==> src/rtl/serial_addsub_if.sv <==
// Start/done handshake bundle for the digit-serial adder/subtractor.
// Master drives the request and operands; slave returns status and result.
interface serial_addsub_if #(
    parameter int WIDTH = 8
);
    logic             start;
    logic             op;
    logic [WIDTH-1:0] x;
    logic [WIDTH-1:0] y;
    logic             busy;
    logic             done;
    logic [WIDTH:0]   z;
    logic             ovf;

    modport master (output start, op, x, y, input busy, done, z, ovf);
    modport slave  (input start, op, x, y, output busy, done, z, ovf);
endinterface

==> src/rtl/serial_addsub.sv <==
// Digit-serial two's-complement add/sub: CHUNK bits per clock, LSB first,
// returning the exact sign-extended WIDTH+1-bit result and a WIDTH-bit overflow flag.
//
// state | meaning
// IDLE  | waiting for start
// RUN   | adding one chunk per clock, N clocks total
// DONE  | result valid for one cycle; start here chains the next operation
module serial_addsub #(
    parameter int WIDTH = 8,
    parameter int CHUNK = 2
) (
    input  logic            clk,
    input  logic            rst,
    serial_addsub_if.slave  bus
);
    localparam int N  = WIDTH / CHUNK;
    localparam int CW = (N > 1) ? $clog2(N) : 1;

    typedef enum logic [1:0] {IDLE, RUN, DONE} state_t;

    state_t           state;
    logic [WIDTH-1:0] a_q;
    logic [WIDTH-1:0] b_q;
    logic [WIDTH-1:0] sum_q;
    logic             carry_q;
    logic [CW-1:0]    cnt;
    logic             busy_q;
    logic             done_q;
    logic [WIDTH:0]   z_q;
    logic             ovf_q;

    logic [CHUNK-1:0] a_chk;
    logic [CHUNK-1:0] b_chk;
    logic [CHUNK-1:0] s_chk;
    logic             cout;
    logic             cin_msb;
    logic [WIDTH-1:0] sum_next;

    always_comb begin
        a_chk = a_q[cnt*CHUNK +: CHUNK];
        b_chk = b_q[cnt*CHUNK +: CHUNK];
        {cout, s_chk} = {1'b0, a_chk} + {1'b0, b_chk} + {{CHUNK{1'b0}}, carry_q};
        // Carry into the top bit recovered from its sum bit; only meaningful on the last chunk.
        cin_msb  = a_chk[CHUNK-1] ^ b_chk[CHUNK-1] ^ s_chk[CHUNK-1];
        sum_next = sum_q;
        sum_next[cnt*CHUNK +: CHUNK] = s_chk;
    end

    always_ff @(posedge clk) begin
        if (rst) begin
            state   <= IDLE;
            a_q     <= '0;
            b_q     <= '0;
            sum_q   <= '0;
            carry_q <= 1'b0;
            cnt     <= '0;
            busy_q  <= 1'b0;
            done_q  <= 1'b0;
            z_q     <= '0;
            ovf_q   <= 1'b0;
        end else begin
            case (state)
                IDLE, DONE: begin
                    done_q <= 1'b0;
                    if (bus.start) begin
                        a_q     <= bus.x;
                        b_q     <= bus.op ? ~bus.y : bus.y;
                        carry_q <= bus.op;
                        cnt     <= '0;
                        busy_q  <= 1'b1;
                        state   <= RUN;
                    end else begin
                        state <= IDLE;
                    end
                end
                RUN: begin
                    sum_q   <= sum_next;
                    carry_q <= cout;
                    cnt     <= cnt + 1'b1;
                    if (cnt == CW'(N - 1)) begin
                        state  <= DONE;
                        busy_q <= 1'b0;
                        done_q <= 1'b1;
                        z_q    <= {a_chk[CHUNK-1] ^ b_chk[CHUNK-1] ^ cout, sum_next};
                        ovf_q  <= cin_msb ^ cout;
                    end
                end
                default: state <= IDLE;
            endcase
        end
    end

    assign bus.busy = busy_q;
    assign bus.done = done_q;
    assign bus.z    = z_q;
    assign bus.ovf  = ovf_q;
endmodule

==> src/flat_wrapper.sv <==
// flat-port wrapper written by rule: the top's interface ports become plain ports
module serial_addsub_flat 
#(
    parameter int WIDTH = 8,
    parameter int CHUNK = 2
)
  (clk, rst, bus_start, bus_op, bus_x, bus_y, bus_busy, bus_done, bus_z, bus_ovf);
  serial_addsub_if #(.WIDTH(WIDTH)) bus_i ();
  input  logic clk;
  input  logic rst;
  input wire logic [$bits(bus_i.start)-1:0] bus_start;
  input wire logic [$bits(bus_i.op)-1:0] bus_op;
  input wire logic [$bits(bus_i.x)-1:0] bus_x;
  input wire logic [$bits(bus_i.y)-1:0] bus_y;
  output wire logic [$bits(bus_i.busy)-1:0] bus_busy;
  output wire logic [$bits(bus_i.done)-1:0] bus_done;
  output wire logic [$bits(bus_i.z)-1:0] bus_z;
  output wire logic [$bits(bus_i.ovf)-1:0] bus_ovf;
  assign bus_i.start = bus_start;
  assign bus_i.op = bus_op;
  assign bus_i.x = bus_x;
  assign bus_i.y = bus_y;
  assign bus_busy = bus_i.busy;
  assign bus_done = bus_i.done;
  assign bus_z = bus_i.z;
  assign bus_ovf = bus_i.ovf;
  serial_addsub #(.WIDTH(WIDTH), .CHUNK(CHUNK)) u_core (.clk(clk), .rst(rst), .bus(bus_i));
endmodule
==> config.mk <==
export PLATFORM = sky130hd
export DESIGN_NAME = serial_addsub_flat
export DESIGN_NICKNAME = d
export VERILOG_FILES = /design/src/rtl/serial_addsub_if.sv /design/src/rtl/serial_addsub.sv /design/src/flat_wrapper.sv
export SDC_FILE = /design/constraint.sdc
export NUM_CORES = 1
export LEC_CHECK = 0
export BUFFER_PORTS_ARGS = -buffer_cell sky130_fd_sc_hd__clkbuf_2
export CORE_MARGIN = 2
export CORE_UTILIZATION = 25
export CTS_CLUSTER_DIAMETER = 200
export DETAILED_ROUTE_END_ITERATION = 10
export GPL_TIMING_DRIVEN = 0
export SLEW_MARGIN = 20
export SYNTH_ARGS = -nofsm -noshare
export SYNTH_HDL_FRONTEND = slang
export SYNTH_SLANG_ARGS = --single-unit
==> constraint.sdc <==
create_clock -name clk -period 5.5 [get_ports clk]
set_clock_uncertainty 0.1 [all_clocks]
set_input_delay 0.55 -clock clk [delete_from_list [all_inputs] [get_ports clk]]
set_output_delay 0.55 -clock clk [all_outputs]
set_load 0.02 [all_outputs]
## After elaboration in Yosys (flattened, before gate mapping)

Cells that the tools add are included.

- Mux-type cells: 14
- Bitwise operators: 5
- Equality and inequality tests: 5
- $add $sub $neg: 4
- Reduce and logical (&&, ||, !) cells: 8
- Shift-type cells: 4

Operator list:

| cell | count |
|---|---|
| 3-bit negator with 34-bit output | 1 |
| 2-bit by 34-bit variable shift with 8-bit output (first input constant) | 1 |
| 2-bit by 34-bit indexed part select with 8-bit output | 1 |
| 8-bit by 4-bit indexed part select with 2-bit output | 2 |
| 8-bit bitwise mux | 1 |
| 8-bit 2-to-1 mux | 1 |
| 8-bit NOT | 1 |
| 2-bit one-hot mux with 2 select lines | 2 |
| 2-bit AND reduction | 4 |
| 1-bit one-hot mux with 2 select lines | 3 |
| 1-bit 2-to-1 mux | 5 |
| 2-bit == test (second input constant) | 2 |
| 2-bit 2-to-1 mux | 2 |
| 1-bit XOR | 4 |
| 2-bit by 2-bit adder with 3-bit output | 1 |
| 3-bit by 1-bit adder with 3-bit output | 1 |
| 3-bit AND reduction | 1 |
| 2-bit by 1-bit adder with 2-bit output (second input constant) | 1 |
| 2-bit by 1-bit == test with 1-bit output (second input constant) | 1 |
| 2-bit zero test | 1 |
| 2-bit by 1-bit inequality test with 1-bit output (second input constant) | 1 |
| 2-bit inequality test (second input constant) | 1 |
| 2-bit nonzero test | 1 |
| 2-bit OR reduction | 1 |

- Register bits: 41
- Logic and storage cells: 50
- Input bits: 20
- Output and inout port bits: 12

## Logic depth before layout (Yosys ltp)

Gate-level depths: netlist (run 1).

- Depth in word-level cells: 5
- Depth in mapped cells: 7
- Mapped depth without buffers: 6

## Worst setup path after synthesis (run 1)

Ideal clock, no wire load.

- Path kind: reg-to-reg
- Start: register u_core.cnt[0]
- End: register u_core.z_q[5] (netlist: u_core.bus.z[5])
- Required time: 5268 ps
- Path slack: 2678 ps
- Path buffers: 1
- Arrival: 2590 ps
- Cell stages (with the launch flop): 8
- Setup time: 132 ps
- Cell sequence: dfxtp_1 buf_6 mux4_1 fa_1 fa_1 and4bb_2 a211oi_1 nor3_1

- Cells in the longest elaborated chain, start to end: 5
- Elaborated cells on any way between the ends: 10
- Those cells by class: 3 x add/sub; 1 x eq/ne; 4 x shift; 1 x mux; 1 x reduce/logical

Ends and longest elaborated chain:

| item | line | text |
|---|---|---|
| start: declaration | serial_addsub.sv:26 | `logic [CW-1:0] cnt;` |
| start signal: assignment | serial_addsub.sv:79 | `cnt <= cnt + 1'b1;` |
| 8-bit by 4-bit indexed part select with 2-bit output, on equally long branches | serial_addsub.sv:40, serial_addsub.sv:41 |  |
| 2-bit by 2-bit adder with 3-bit output | serial_addsub.sv:42 | `{cout, s_chk} = {1'b0, a_chk} + {1'b0, b_chk} + {{CHUNK{1'b0}}, carry_q};` |
| 3-bit by 1-bit adder with 3-bit output | serial_addsub.sv:42 |  |
| 2-bit by 34-bit indexed part select with 8-bit output | serial_addsub.sv:46 | `sum_next[cnt*CHUNK +: CHUNK] = s_chk;` |
| 8-bit bitwise mux | serial_addsub.sv:46 |  |
| end signal: assignment | serial_addsub.sv:84 | `z_q <= {a_chk[CHUNK-1] ^ b_chk[CHUNK-1] ^ cout, sum_next};` |
| end: declaration | serial_addsub.sv:29 | `logic [WIDTH:0] z_q;` |

Several ways; a longest one is shown, not always the timed one.
A chain may end at the register's enable or synchronous reset.

## Worst setup path after layout (run 1)

- Start: register u_core.cnt[0]
- End: register u_core.sum_q[5]

- Cells in the longest elaborated chain, start to end: 5
- Elaborated cells on any way between the ends: 8
- Those cells by class: 3 x add/sub; 4 x shift; 1 x mux

Ends and longest elaborated chain:

| item | line | text |
|---|---|---|
| 8-bit by 4-bit indexed part select with 2-bit output, on equally long branches | serial_addsub.sv:40, serial_addsub.sv:41 |  |
| 2-bit by 2-bit adder with 3-bit output | serial_addsub.sv:42 |  |
| 3-bit by 1-bit adder with 3-bit output | serial_addsub.sv:42 |  |
| 2-bit by 34-bit indexed part select with 8-bit output | serial_addsub.sv:46 |  |
| 8-bit bitwise mux * | serial_addsub.sv:46 |  |
| end signal: assignment | serial_addsub.sv:77 | `sum_q <= sum_next;` |
| end: declaration | serial_addsub.sv:24 | `logic [WIDTH-1:0] sum_q;` |

Mark *: on every way between the ends. The rest lies on a longest branch, timed or not.

==> results.txt, run 1 <==
The flow ran to the end, and the final reports show no timing, DRC or antenna violations. The total of warnings raised by yosys is 0. Setup repair after global routing left no endpoint under its margin. No sink is reached through more buffers than the 2 on the longest clock path. The critical path starts at u_core.cnt[0]$_SDFFE_PP0P_. The nature of the critical path startpoint is a flop.

By area the synthesized netlist is led by dfxtp_1 (40%), a211oi_1 (8.1%), mux4_1 (5.2%), nor2_1 (5.2%), ha_1 (4.3%). The analysis attributes to cell leakage a power of 0.971 nW. The number of antenna violations at the first check in global routing came to 0.

The number of filler instances in the final layout is 849. The number of clock buffers inserted by TritonCTS came out at 5. Wires add up to 4370 um. Registers take 821 um2. The number of H-tree levels came out at 2. The mean routed wirelength per cell is 12.4 um. The clock net sink count came out at 41. After synthesis the cells add up to 0.00203 mm2.

The total overflow reported by the global router is 0. Relative to the synthesized area, the layout overhead comes to 19.3%. Measured along the y axis, the die boundary spans 94.1 um.

The later pin in the worst-skew pair is clocked with a latency of 290 ps. Dividing the final minimum period by the clock period gives 56.5%. The number of different library cells used by synthesis comes to 33.

The total global-route track usage came out at 10.7%. The number of rows created at floorplan is 32. Data on the critical path is required at its endpoint by 5570 ps.

The via density per instance came out at 4.49. The clock transition time at the flip-flop clock pins of the worst setup and hold paths is 80 ps. The global-route wire length before repair came out at 7410 um. The setup slack on the worst flop-to-flop path is 2390 ps. The number of global-route vias before repair came out at 1,511. The final-report hold violation count came out at 0. The count of port buffers added during placement came out at 29. Along the worst path, the maximum fanout reaches 10. The final worst hold slack came out at 358 ps. In this run the count of I/O pins placed on the die edge is 32.

The number of search-and-repair iterations in the first detailed-routing pass is 4. The minimum clock period is 3110 ps. The worst setup path is captured at a flop.

The slew at the pin closest to its max-slew limit is 505 ps. The initial utilization of the core area, before any placement, comes to 26.0%. In this run the worst hold path is classified as flop to flop. The arrival time of data at the critical path endpoint came out at 3180 ps. The worst-case IR drop observed on VDD is 0.000122 V. In this run, synthesis produced a sequential element count of 41. The number of cells on the worst reg-to-reg path is 7. The final-stage net count is 279. The reg-to-reg endpoint is u_core.sum_q[5]$_SDFFE_PP0P_. Leaving out fill and tap cells, the most frequent cell in the layout is dfxtp_1. The die covers 0.00886 mm2. The top cell types in the final layout, fill and taps aside, are dfxtp_1 (41), clkbuf_2 (31), nor2_1 (28). Sequential cells were found to cover 40.4% of the synthesized design area. The number of failing setup endpoints in the final timing report came out at 0. The weighted congestion at the end of routability-driven global placement came out at 0.748. The wire-length estimate of the detail-placed layout is 3190 um.

The total of max-cap violations came out at 0. The instance count after placement with tap cells included came out at 344. For this block, the via count after detailed routing is 1,580. The core footprint is 0.00781 mm2. The pin count of the biggest net entering global routing came out at 14. The tree is rooted in a clkbuf_8. The number of nets produced by synthesis came out at 243. The post-route cell area came out at 0.00242 mm2. A synthesized cell averages 9.53 um2. The total of cells resized after clock tree synthesis came out at 0.

The critical path is of the flop to flop type. The overall die width came out at 94.1 um. In the final layout, the share of cells above drive strength 1 is 24.0%. Headroom to the max-slew limit came out at 66.3%. TritonCTS built the clock tree. The startpoint identified for the worst register-to-register timing path is u_core.cnt[0]$_SDFFE_PP0P_. The share of synthesized area in the top cell type comes to 40.4%. In the routed design, unresolved DRC markers number 0.

The critical path ends at u_core.sum_q[5]$_SDFFE_PP0P_. The area of placed instances is 0.00230 mm2. Summing all multi-input logic gate instances after layout gives 0.00110 mm2. The number of design-rule violations left by the first detailed-router iteration came out at 62.

The remaining antenna violation count came out at 0. Derived from the worst setup path, the maximum achievable clock frequency is 322 MHz. Summed over all instances, the cell type with the most area after synthesis is dfxtp_1. For this design, the CTS-stage hold fixing added 0 buffers. The final count of pins violating max slew came to 0. The number of antenna diodes in the final layout is 0.

The filler-free cell count of the finished design came out at 352. After routing, the total negative slack on setup checks comes to 0 ps. The number of buffers inserted by post-CTS setup repair came out at 0. The total power per unit cell area is 287 mW/mm2.

The cell count after synthesis came out at 213.
-- area by class of cell --
class                      instances  share of cell area, %
timing repair buffer              29                   5.99
sequential                        41                   33.9
buffer                            15                   4.18
clock buffer                       6                   3.41
tap                              102                   5.27
multi-input combinational        154                   45.3
clock inverter                     2                   1.55
inverter                           3                  0.465
-- where the power goes --
part	internal (mW)	switching [mW]
Combinational	0.0524	0.0616
Sequential	0.314	0.0106
Clock	0.148	0.109
-- worst min path at each step --
stage	start	endpoint	slack (ps)	cells after the start
after floorplan	u_core.a_q[2]$_SDFFE_PP0P_	u_core.a_q[2]$_SDFFE_PP0P_	330	2
after global placement	u_core.a_q[4]$_SDFFE_PP0P_	u_core.a_q[4]$_SDFFE_PP0P_	340	2
after detailed placement	u_core.a_q[7]$_SDFFE_PP0P_	u_core.a_q[7]$_SDFFE_PP0P_	350	2
after CTS	u_core.a_q[7]$_SDFFE_PP0P_	u_core.a_q[7]$_SDFFE_PP0P_	360	2
after global routing	u_core.a_q[6]$_SDFFE_PP0P_	u_core.a_q[6]$_SDFFE_PP0P_	380	2
final	u_core.a_q[5]$_SDFFE_PP0P_	u_core.a_q[5]$_SDFFE_PP0P_	360	2
-- per-stage QoR --
stage,worst slack (ps),utilization [%],power [mW]
global placement,2410,29.5,0.444
global route,2200,31.0,0.733
floorplan,2680,-,0.415
finish,2390,31.0,0.695
CTS,2370,31.0,0.701
detailed placement,2380,29.5,0.447
-- registers in the layout, indices dropped and copies added, names as in the netlist --
| name | flops |
|---|---|
| u_core.sum_q | 8 |
| u_core.a_q | 8 |
| u_core.state | 2 |
| u_core.bus.busy | 1 |
| u_core.cnt | 2 |
| u_core.bus.z | 9 |
| u_core.bus.done | 1 |
| u_core.b_q | 8 |
| u_core.bus.ovf | 1 |
| u_core.carry_q | 1 |
-- cells by family after synthesis --
| logic type | share of synthesized area [%] |
|---|---|
| AND/OR/NAND/NOR | 23.4 |
| flip-flops | 40.4 |
| AO/OA/AOI/OAI | 13.7 |
| buffers and inverters | 5.54 |
| adder cells (fa/ha/maj) | 7.27 |
| XOR/XNOR | 3.88 |
| multiplexers | 5.85 |
-- cell usage after synthesis --
cell,number
and4bb_1,1
buf_6,4
nor2b_2,1
clkbuf_2,2
nand3b_1,2
a211oi_2,2
and2_1,1
buf_2,4
xor2_1,1
and2b_1,1
and4b_2,2
nor3_1,16
nor2_1,28
a211oi_1,22
nand3_1,2
and4bb_2,5
buf_4,2
nor2b_1,7
nand2_1,21
clkbuf_1,3
dfxtp_1,41
nand2b_1,2
xnor2_1,8
fa_1,3
o22ai_1,1
inv_1,3
ha_1,7
mux2i_2,1
a21oi_1,13
o41ai_1,1
mux4_1,4
o21a_1,1
and3b_1,1
-- metal layers --
| metal | part of all wire [%] | global-route usage, % |
|---|---|---|
| met5 | 0 | 0 |
| met3 | 4.7 | 2.65 |
| met2 | 44 | 16.9 |
| met1 | 50 | 14.3 |
| met4 | 1.1 | 3.26 |
-- critical path: stages (launching register included) --
cell	delay (ps)
dfxtp_1	480
buf_6	190
mux4_1	590
fa_1	450
fa_1	550
and4bb_2	290
a211oi_1	250
nor3_1	80
No activity file was read; power rests on OpenSTA's default activity.
==> run 2, diff against run 1 <==
clock period = 2.8 ns   (was 5.5 ns; I/O delays follow)
==> results.txt, run 2 (same netlist as run 1, synthesis figures left out) <==
The run finished with clean final reports. TritonCTS built the clock tree. The final-report hold violation count came out at 0. The sequential power share is 46.5%. The path with the worst hold slack has its endpoint at u_core.a_q[0]$_SDFFE_PP0P_. The total of max-cap violations is 0. The via density per instance came out at 4.59. Clock-pin slew was measured on the worst setup and hold paths at 80 ps.

The number of cells on the worst reg-to-reg path is 6. The number of failing setup endpoints in the final timing report is 0. Detailed placement finished with a half-perimeter wire length of 3280 um. The number of search-and-repair iterations in the first detailed-routing pass came out at 4. At the worst endpoint, the required time is 2880 ps.

The number of design-rule violations left by the first detailed-router iteration came out at 37. In this run the most critical hold path is launched from bus_x[0]. The post-route cell area came out at 0.00245 mm2. The count of port buffers added during placement is 29. From left edge to right edge, the die measures 94.1 um. Relative to the synthesized area, the layout overhead comes to 20.6%.

The cell sitting at the root of the clock tree is a clkbuf_8. The register with the most flip-flops in the layout has 9 of them. The clock net sink count came out at 41. The final-stage net count came out at 280. The nature of the critical path startpoint is a flop.

Subtracting the final worst setup slack from the clock period gives 2710 ps. The class of the worst hold path is input port to flop. The final count of pins violating max slew came to 0. By startpoint and endpoint, the worst setup path is classified as flop to flop. The post-route DRC violation count is 0. The overall power came out at 1.38 mW.

The cell with the most instances on the worst path is fa_2. The number of antenna violations at the first check in global routing came out at 0. The remaining max-slew budget at the tightest pin is 65.0%. Cells with a size suffix above 1 make up 27.9% of the layout. The library cells used most frequently in the layout, excluding fill and tap cells, are dfxtp_1 (40), clkbuf_2 (31), nor2_1 (28). The remaining antenna violation count came out at 0.

The setup slack on the worst flop-to-flop path came out at 90 ps. Along the worst hold path, the cell count comes to 3. The diode insertion count for antenna repair came out at 0.

For this run, the slowest stage of the critical path takes 540 ps. The first global-routing pass estimated 7580 um of wire. Static timing analysis puts the maximum clock frequency at 370 MHz. The area of placed instances came out at 0.00230 mm2. Hold timing on the final database bottoms out at a slack of 92.6 ps. The share of total power dissipated in the clock network is 36.2%. The share of total power in combinational logic came out at 17.3%.

The maximum fanout along the worst path is 11. The number of top-level design ports came out at 32. The library cell used most frequently in the layout, excluding fill and tap cells, is dfxtp_1. The number of global-route vias before repair came out at 1,605. The final worst-path cycle share came out at 96.6%. The number of vias in the routed layout is 1,620.

The mean routed wirelength per cell came out at 13.1 um. The cell with the biggest individual delay on the critical path is mux4_2. The vertical die dimension is 94.1 um. The switching power summed over all nets is 359 uW. The clock passes through at most 2 buffers.

The total overflow reported by the global router came out at 0. The proportion of total power due to net switching came out at 26.1%. The worst ir drop on vdd came out at 0.000245 V.

The total global-route track usage came out at 11.1%. The slew at the pin closest to its max-slew limit came out at 525 ps. The total power per unit cell area came out at 562 mW/mm2. The leakage power summed over all cells came out at 0.965 nW.

The effective utilization at floorplan came out at 26.0%. Clock latency on the worst-skew pair, taken at its later pin, is 300 ps. The total wire length is 4630 um. Entering global routing, the biggest net connects 13 pins. The critical path goes through mux4_2 > fa_2 > fa_2 > and4bb_2 > a211oi_1 > nor3_1. The internal portion of the total power is 1.02 mW. In this run the critical register-to-register path is captured at u_core.bus.z[5]$_SDFFE_PP0P_. The core footprint is 0.00781 mm2. The number of rows created at floorplan came out at 32. The number of clock buffers added by TritonCTS is 5. Routability-driven placement finished with a final weighted congestion of 0.752.

The area of the die came out at 0.00886 mm2. The H-tree was split into 2 levels. The startpoint identified for the worst register-to-register timing path is u_core.cnt[0]$_SDFFE_PP0P_. The worst setup path is captured at a flop.

Once layout is complete, the utilization of the core stands at 31.4%. For the worst setup path, the data arrival time is 2780 ps.
run 2: routing by layer:
| metal | vias up | track usage, % | wire length [um] |
|---|---|---|---|
| met2 | 32 | 17.9 | 2120 |
| li1 | 823 | - | - |
| met5 | - | 0 | 0 |
| met1 | 758 | 13.9 | 2250 |
| met3 | 7 | 2.65 | 168 |
| met4 | 0 | 5.56 | 86 |
run 2: area by class of cell:
type	count	area, um2
Multi-Input combinational cell	154	1120
Tap cell	102	128
Fill cell	843	5360
Timing Repair Buffer	31	160
Clock inverter	1	30.0
Inverter	3	11.3
Buffer	14	90.1
Clock buffer	7	86.3
Sequential cell	41	825
run 2: critical path: cells and delay by family (launching register included):
kind | cells | cell delay, ps
AO/OA/AOI/OAI | 1 | 230
adder cells (fa/ha/maj) | 2 | 920
multiplexers | 1 | 540
AND/OR/NAND/NOR | 2 | 350
flip-flops | 1 | 440
run 2: worst max path at each step:
stage	from	to	slack, ps
CTS	u_core.cnt[0]$_SDFFE_PP0P_	u_core.bus.z[5]$_SDFFE_PP0P_	20
finish	u_core.cnt[0]$_SDFFE_PP0P_	u_core.bus.z[5]$_SDFFE_PP0P_	90
global placement	u_core.cnt[0]$_SDFFE_PP0P_	u_core.bus.z[1]$_SDFFE_PP0P_	-200
global route	u_core.cnt[0]$_SDFFE_PP0P_	u_core.bus.z[5]$_SDFFE_PP0P_	-20
detailed placement	u_core.cnt[0]$_SDFFE_PP0P_	u_core.bus.z[1]$_SDFFE_PP0P_	-230
floorplan	u_core.cnt[0]$_SDFFE_PP0P_	u_core.bus.z[5]$_SDFFE_PP0P_	40
run 2: power groups by stage:
stage | clock [mW] | combinational (mW) | sequential (mW)
2_1_floorplan | 0 | 0.168 | 0.647
3_3_place_gp | 0 | 0.221 | 0.650
3_5_place_dp | 0 | 0.227 | 0.652
4_1_cts | 0.513 | 0.242 | 0.637
5_1_grt | 0.530 | 0.263 | 0.644
6_report | 0.499 | 0.238 | 0.640
run 2: through the flow:
step / setup slack, ps / instances / TNS, ps
CTS: 15.9 / 354 / 0
global route: -23.3 / 353 / -26.6
detailed placement: -235 / 344 / -1480
floorplan: 42.8 / 213 / 0
global placement: -199 / 344 / -1310
finish: 94.9 / 353 / 0
run 2: timing repair:
action,CTS,global route
setup buffers,2,0
gates resized for setup,7,4
pin swaps,2,6
setup endpoints to repair,9,8
hold buffers,0,0
